==> src/rtl/parking_lot_fsm_pkg.sv <==
// Shared types for the parking-lot gate decoder: FSM states and the 2-bit
// sensor codes {a, b}.
package parking_lot_fsm_pkg;

   typedef enum logic [2:0] {
      IDLE,
      E1,
      E2,
      E3,
      X1,
      X2,
      X3,
      WAIT
   } state_t;

   localparam logic [1:0] S_CLEAR = 2'b00;
   localparam logic [1:0] S_OUTER = 2'b10;
   localparam logic [1:0] S_BOTH  = 2'b11;
   localparam logic [1:0] S_INNER = 2'b01;

endpackage

==> src/rtl/parking_lot_fsm_sensor_sync.sv <==
// N-stage, 2-bit flop synchroniser with asynchronous active-low clear.
// N = 0 turns it into a plain wire for inputs that are already synchronous.
module sensor_sync #(
   parameter int N = 2
) (
   input  logic       clk,
   input  logic       rst_n,
   input  logic [1:0] d,
   output logic [1:0] q
);

   generate
      if (N == 0) begin : g_pass
         assign q = d;
      end else begin : g_chain
         for (genvar gi = 0; gi < N; gi++) begin : g_stage
            logic [1:0] q_reg;
            logic [1:0] d_in;

            if (gi == 0) begin : g_first
               assign d_in = d;
            end else begin : g_next
               assign d_in = g_stage[gi-1].q_reg;
            end

            always_ff @(posedge clk or negedge rst_n) begin
               if (!rst_n) begin
                  q_reg <= 2'b00;
               end else begin
                  q_reg <= d_in;
               end
            end
         end

         assign q = g_stage[N-1].q_reg;
      end
   endgenerate

endmodule

==> src/rtl/parking_lot_fsm.sv <==
// Gate-lane sensor decoder: follows the break/clear order of beams a and b and
// pulses enter or exit once per completed car passage.
// Optional err output (pulses on entry to WAIT) when PARKING_LOT_FSM_ERR_EN is defined.
module parking_lot_fsm
   import parking_lot_fsm_pkg::*;
#(
   parameter int SYNC_STAGES = 2
) (
   input  logic clk,
   input  logic reset,
   input  logic a,
   input  logic b,
   output logic enter,
`ifdef PARKING_LOT_FSM_ERR_EN
   output logic err,
`endif
   output logic exit
);

   state_t     state_reg;
   state_t     state_next;
   logic       enter_reg;
   logic       enter_next;
   logic       exit_reg;
   logic       exit_next;
   logic [1:0] s;

   sensor_sync #(
      .N(SYNC_STAGES)
   ) u_sync (
      .clk  (clk),
      .rst_n(reset),
      .d    ({a, b}),
      .q    (s)
   );

   always_ff @(posedge clk or negedge reset) begin
      if (!reset) begin
         state_reg <= IDLE;
         enter_reg <= 1'b0;
         exit_reg  <= 1'b0;
      end else begin
         state_reg <= state_next;
         enter_reg <= enter_next;
         exit_reg  <= exit_next;
      end
   end

   // Any sensor code not on the legal path parks the FSM in WAIT until the lane clears.
   always_comb begin
      state_next = state_reg;
      enter_next = 1'b0;
      exit_next  = 1'b0;
      case (state_reg)
         IDLE: begin
            case (s)
               S_OUTER: state_next = E1;
               S_INNER: state_next = X1;
               S_BOTH:  state_next = WAIT;
               default: state_next = IDLE;
            endcase
         end
         E1: begin
            case (s)
               S_BOTH:  state_next = E2;
               S_CLEAR: state_next = IDLE;
               S_INNER: state_next = WAIT;
               default: state_next = E1;
            endcase
         end
         E2: begin
            case (s)
               S_INNER: state_next = E3;
               S_OUTER: state_next = E1;
               S_CLEAR: state_next = WAIT;
               default: state_next = E2;
            endcase
         end
         E3: begin
            case (s)
               S_CLEAR: begin
                  state_next = IDLE;
                  enter_next = 1'b1;
               end
               S_BOTH:  state_next = E2;
               S_OUTER: state_next = WAIT;
               default: state_next = E3;
            endcase
         end
         X1: begin
            case (s)
               S_BOTH:  state_next = X2;
               S_CLEAR: state_next = IDLE;
               S_OUTER: state_next = WAIT;
               default: state_next = X1;
            endcase
         end
         X2: begin
            case (s)
               S_OUTER: state_next = X3;
               S_INNER: state_next = X1;
               S_CLEAR: state_next = WAIT;
               default: state_next = X2;
            endcase
         end
         X3: begin
            case (s)
               S_CLEAR: begin
                  state_next = IDLE;
                  exit_next  = 1'b1;
               end
               S_BOTH:  state_next = X2;
               S_INNER: state_next = WAIT;
               default: state_next = X3;
            endcase
         end
         WAIT: begin
            if (s == S_CLEAR) begin
               state_next = IDLE;
            end
         end
         default: state_next = IDLE;
      endcase
   end

   assign enter = enter_reg;
   assign exit  = exit_reg;

`ifdef PARKING_LOT_FSM_ERR_EN
   logic err_reg;
   logic err_next;

   assign err_next = (state_next == WAIT) && (state_reg != WAIT);

   always_ff @(posedge clk or negedge reset) begin
      if (!reset) begin
         err_reg <= 1'b0;
      end else begin
         err_reg <= err_next;
      end
   end

   assign err = err_reg;
`endif

endmodule

==> config.mk <==
export PLATFORM = sky130hd
export DESIGN_NAME = parking_lot_fsm
export DESIGN_NICKNAME = d
export VERILOG_FILES = /design/src/rtl/parking_lot_fsm_pkg.sv /design/src/rtl/parking_lot_fsm_sensor_sync.sv /design/src/rtl/parking_lot_fsm.sv
export SDC_FILE = /design/constraint.sdc
export NUM_CORES = 1
export LEC_CHECK = 0
export CORE_UTILIZATION = 40
export DETAILED_ROUTE_END_ITERATION = 8
export HOLD_SLACK_MARGIN = 0.15
export MAX_ROUTING_LAYER = met4
export PLACE_DENSITY = 0.59
export SYNTH_ARGS = -nofsm -noshare
export SYNTH_HDL_FRONTEND = slang
export SYNTH_SLANG_ARGS = --single-unit
==> constraint.sdc <==
create_clock -name clk -period 2 [get_ports clk]
set_clock_uncertainty 0.15 [all_clocks]
set_input_delay 0.6 -clock clk [delete_from_list [all_inputs] [get_ports clk]]
set_output_delay 0.6 -clock clk [all_outputs]
set_load 0.02 [all_outputs]
==> results of run 1 <==
==> worst max-delay path by stage <==
| stage | end |
|---|---|
| 3_3_place_gp | state_reg[0]$_DFFE_PN0P_ |
| 2_1_floorplan | state_reg[0]$_DFFE_PN0P_ |
| 4_1_cts | enter |
| 3_5_place_dp | state_reg[0]$_DFFE_PN0P_ |
| 6_report | enter |
| 5_1_grt | state_reg[0]$_DFFE_PN0P_ |
==> per-layer routing <==
layer | part of all wire | global-route usage | up-vias
li1 | - | - | 198
met1 | 0.47 | 0.183 | 174
met2 | 0.45 | 0.242 | 9
met3 | 0.049 | 0.0751 | 4
met4 | 0.026 | 0.0862 | 0
met5 | 0 | - | -
==> layout make-up <==
cell class,instances,area share
clock buffer,4,0.0419
tap,15,0.0299
inverter,5,0.0299
timing repair buffer,5,0.0798
sequential,9,0.359
multi-input combinational,37,0.459
==> logic make-up after synthesis <==
kind of cell,Yosys count,share of synthesized area
and+or+nand+nor,17,0.161
adders and majority gates,8,0.181
AOI/OAI and AO/OA,11,0.138
muxes,1,0.0407
buffers and inverters,8,0.0724
DFF,9,0.407
==> report_power, final <==
part           leakage (µW)  total [µW]  switching, µW  internal (µW)
registers          0.000108         318           97.3            221
logic              0.000156         212           91.5            120
clock network     0.0000150         139           62.6           76.8
==> metrics by stage <==
stage / hold WS [ns] / power, µW / utilization / area [µm²]
2_1_floorplan: 0.154 / 506 / - / 553
3_3_place_gp: 0.183 / 533 / 0.462 / 601
3_5_place_dp: 0.185 / 530 / 0.462 / 601
4_1_cts: 0.198 / 675 / 0.482 / 627
5_1_grt: 0.207 / 714 / 0.482 / 627
6_report: 0.197 / 669 / 0.482 / 627
==> placed cells by master (no fill, tap or decap), drive strengths merged, types with 2 or more instances in the layout <==
cell type | Yosys | layout
o21ai | 4 | 4
ha | 8 | 8
clkdlybuf4s50 | 0 | 5
clkbuf | 0 | 4
dfrtp | 9 | 9
nor2 | 4 | 4
nor3b | 3 | 3
inv | 4 | 4
o311ai | 2 | 2
nand2 | 4 | 4
a21oi | 2 | 2
a211oi | 2 | 2
==> results.toml, run 1 <==
[worst_setup_path]
crit_family = "buffers and inverters"
reg2reg_slack_ns = 0.16
timing.rr.end = "state_reg[0]$_DFFE_PN0P_"
crit_arrival_ns = 1.17
critPathCaptureType = "output port"
crit_path_cell_trace = "clkdlybuf4s50_1"
path_buf_inv = 1
cp.depth = 1
cpPeakStageDelay_ns = 0.59
reg2reg_depth = 6
crit_type = "register to output port"
path_max_fanout = 1
slowest_stage = "clkdlybuf4s50_1"
cp-start-kind = "register"
worstSetupStartpoint = "enter$_DFF_PN0_"
required_ns = 1.25
reg2reg_from = "u_sync.q[0]$_DFF_PN0_"

[yosys]
yosysWarnings = 0
seq_area_frac_synth = 0.407
synth_edf_count = 0
postSynthCellCount = 54
synth_area_leaders = "dfrtp_1 (41%), ha_1 (18%), mux4_2 (4.1%)"
yosysTopAreaCellShare = 0.407
synth_area_um2 = 553
synth_cell_type_count = 24
synth_flop_cell = "dfrtp_1"
yosysTopAreaCell = "dfrtp_1"
yosysMostFrequentCell = "dfrtp_1"
ys_ff_latch = 9
syn_nets = 66
ys_top_cells_by_count = "dfrtp_1 (9), ha_1 (8), inv_1 (4), nand2_1 (4), nor2_1 (4)"
avgSynthCellArea_um2 = 10.2
async_flop_share = 1.00

[routing]
wire_per_inst_um = 12.3
remaining_drc_errors = 0
final_antenna_net_count = 0
vias = 385
wirelength_um = 919
vias_per_cell = 5.13
dr.pass1.iters = 3
drtIter0Drc = 9

[layout]
multiInputGateArea_um2 = 288
finalNonFillerCells = 75
areaGrowthSynthToFinish_pct = 13.3
ff_latch_area_um2 = 225
layout.nets = 73
drive_gt1_frac = 0.0833
antenna_cells = 0
fillCellCount = 124
largest_register_ffs = 3

[global_route]
grt_start_max_net_pins = 14
grt_overflow_total = 0
antenna_found_initial = 0
grt_pass1_vias = 384
grt_pass1_wl_mm = 1.59
grtUsageTotal = 0.163

[cts]
postCtsResizedCells = 0
cts_hold_buffers = 0
postCtsSetupBuffers = 0
cts_tree = "yes"
cts-root-buf = "clkbuf_4"
clk_pin_slew_worst_paths_ns = 0.06
cts_num_sinks = 9
cts-buffers-inserted = 3
clkLatencyLatePin_ns = 0.26
cts_max_level = 1
cts_max_path_buffers = 2

[placement]
post-place-ws_ns = 0.164
portBuffers = 5
post-dp-hpwl_um = 663
dp_cells = 71
gp_congestion = 0.772

[timing]
fin_crit_ns = 1.92
setup_tns_ns = 0
max_freq_mhz = 520
finalCritPeriodShare = 0.962
rsz0062_at_grt = "false"
worst_slew_margin_rel = 0.733
fin_ws_ns = 0.0751
slew_viol_final = 0
hold_viol_final = 0
worstMarginPinSlew_ns = 0.400
setup_viol = 0

[outcome]
status = "finished, final reports clean"

[die]
start_util = 0.425
core_um2 = 1300
num_io_pins = 6
dieArea_um2 = 1540
die_w_um = 39.2
die_h_um = 39.2
rows = 13

[hold_path]
hp-start = "u_sync.g_chain.g_stage[0].q_reg[1]$_DFF_PN0_"
hold_depth = 0
min_path_type = "register to register"
hold_path_end = "u_sync.q[1]$_DFF_PN0_"

[power_and_ir_drop]
leakage_uw = 0.000279
power_density_nw_per_um2 = 1070
ir_drop_v = 0.000480

[job]
max-cap-violations = 0
Power figures use the tool's default switching activity.
==> run 2, diff against run 1 <==
--- a/config.mk
+++ b/config.mk
@@ -7,7 +7,6 @@
 export LEC_CHECK = 0
 export CORE_UTILIZATION = 40
 export DETAILED_ROUTE_END_ITERATION = 8
-export HOLD_SLACK_MARGIN = 0.15
 export MAX_ROUTING_LAYER = met4
 export PLACE_DENSITY = 0.59
 export SYNTH_ARGS = -nofsm -noshare
==> results of run 2 <==
Same layout as run 1: the final DEF is identical, and so are final timing and power.
==> run 3, diff against run 2 <==
--- a/config.mk
+++ b/config.mk
@@ -7,8 +7,9 @@
 export LEC_CHECK = 0
 export CORE_UTILIZATION = 40
 export DETAILED_ROUTE_END_ITERATION = 8
+export DONT_BUFFER_PORTS = 1
 export MAX_ROUTING_LAYER = met4
-export PLACE_DENSITY = 0.59
+export PLACE_DENSITY = 0.53
 export SYNTH_ARGS = -nofsm -noshare
 export SYNTH_HDL_FRONTEND = slang
 export SYNTH_SLANG_ARGS = --single-unit
==> run 3 against run 2 <==
Net effect:
- critical path depth up 5
- clock-buffer cell count unchanged
- sequential power up 2%
- largest power group unchanged
==> results.toml, run 3 (same netlist as run 1, synthesis figures left out) <==
[worst_setup_path]
cp-start-kind = "register"
path_max_fanout = 5
critPathCaptureType = "register"
crit_arrival_ns = 1.86
required_ns = 1.98
reg2reg_depth = 6
crit_type = "register to register"

[timing]
max_freq_mhz = 532
worst_slew_margin_rel = 0.745
finalCritPeriodShare = 0.940
setup_tns_ns = 0
setup_viol = 0
fin_crit_ns = 1.88
rsz0062_at_grt = "false"
hold_viol_final = 0
worstMarginPinSlew_ns = 0.382
slew_viol_final = 0

[routing]
dr.pass1.iters = 4
drtIter0Drc = 6
final_antenna_net_count = 0
vias_per_cell = 5.27
vias = 374
wirelength_um = 872
wire_per_inst_um = 12.3
remaining_drc_errors = 0

[placement]
gp_congestion = 0.766
dp_cells = 66
post-dp-hpwl_um = 691
portBuffers = 0

[global_route]
grt_start_max_net_pins = 14
grt_pass1_wl_mm = 1.39
grt_pass1_vias = 348
grtUsageTotal = 0.138
grt_overflow_total = 0
antenna_found_initial = 0

[cts]
postCtsResizedCells = 0
clk_pin_slew_worst_paths_ns = 0.05
cts_max_path_buffers = 2
cts-root-buf = "clkbuf_4"
cts_max_level = 1
cts_tree = "yes"
cts_hold_buffers = 1
cts_num_sinks = 9
cts-buffers-inserted = 3
postCtsSetupBuffers = 0
clkLatencyLatePin_ns = 0.25

[die]
num_io_pins = 6
dieArea_um2 = 1540
core_um2 = 1300
rows = 13
die_h_um = 39.2
die_w_um = 39.2
start_util = 0.425

[power_and_ir_drop]
leakage_uw = 0.000265
power_density_nw_per_um2 = 1110
sw_frac_of_total = 0.376
combPwrFrac = 0.306
seqPwrFrac = 0.494
power.switching_uw = 246
p_clk_frac = 0.200
p_int_uw = 408
ir_drop_v = 0.000474

[layout]
fillCellCount = 133
layout_common_cells = "dfrtp_1 (9), ha_1 (8), inv_1 (4), nand2_1 (4), nor2_1 (4)"
drive_gt1_frac = 0.0893
layout.nets = 69
antenna_cells = 0
finalNonFillerCells = 71
largest_register_ffs = 3
areaGrowthSynthToFinish_pct = 6.11
layout_commonest_cell = "dfrtp_1"

[hold_path]
hold_depth = 0
min_path_type = "register to register"

[outcome]
status = "finished, final reports clean"

[job]
max-cap-violations = 0
## run 3: cell count changes in the layout (fill, tap and decap cells not counted), sizes merged
| cell | change |
|---|---|
| clkdlybuf4s50 | -5 |
| dlygate4sd3 | +1 |
## run 3: final timing paths
check,start,end,slack [ns]
worst max-delay path,u_sync.q[0]$_DFF_PN0_,state_reg[0]$_DFFE_PN0P_,0.12
worst min-delay path,u_sync.g_chain.g_stage[0].q_reg[0]$_DFF_PN0_,u_sync.q[0]$_DFF_PN0_,0.21
worst max register to register,u_sync.q[0]$_DFF_PN0_,state_reg[0]$_DFFE_PN0P_,0.12
worst min register to register,u_sync.g_chain.g_stage[0].q_reg[0]$_DFF_PN0_,u_sync.q[0]$_DFF_PN0_,0.21
max in group asynchronous,reset,state_reg[1]$_DFFE_PN0P_,0.88
min in group asynchronous,reset,state_reg[2]$_DFFE_PN0P_,0.55
## run 3: metal layers
layer  GRT usage  part of all wire
met1       0.158              0.46
met2       0.229              0.52
met5           -                 0
met3      0.0520             0.024
met4      0.0259                 0
## run 3: layout make-up
cell class,instances,area [µm²],share of cell area
Timing Repair Buffer,1,10.0,0.0171
Sequential cell,9,225,0.384
Inverter,5,18.8,0.0320
Tap cell,15,18.8,0.0320
Multi-Input combinational cell,37,288,0.490
Clock buffer,4,26.3,0.0448
## run 3: power by group through the flow
stage / Sequential (µW) / Clock [µW] / Combinational (µW)
3_5_place_dp: 324 / 0 / 195
3_3_place_gp: 321 / 0 / 183
6_report: 323 / 131 / 200
5_1_grt: 334 / 150 / 223
2_1_floorplan: 249 / 0 / 257
4_1_cts: 320 / 137 / 201
## run 3: through the flow
| step | worst slack (ns) | instance area [µm²] | power (µW) | hold WS, ns | utilization |
|---|---|---|---|---|---|
| floorplan | 0.276 | 553 | 506 | 0.154 | - |
| global placement | 0.207 | 551 | 503 | 0.155 | 0.423 |
| detailed placement | 0.135 | 551 | 519 | 0.155 | 0.423 |
| CTS | 0.117 | 587 | 658 | 0.207 | 0.451 |
| global route | 0.0353 | 587 | 707 | 0.208 | 0.451 |
| finish | 0.120 | 587 | 653 | 0.206 | 0.451 |
## run 3: critical path: stages (launching register included)
cell	delay [ns]
dfrtp_1	0.42
inv_1	0.11
ha_1	0.24
or2_1	0.27
a211oi_2	0.22
a21oi_1	0.06
a211o_1	0.29
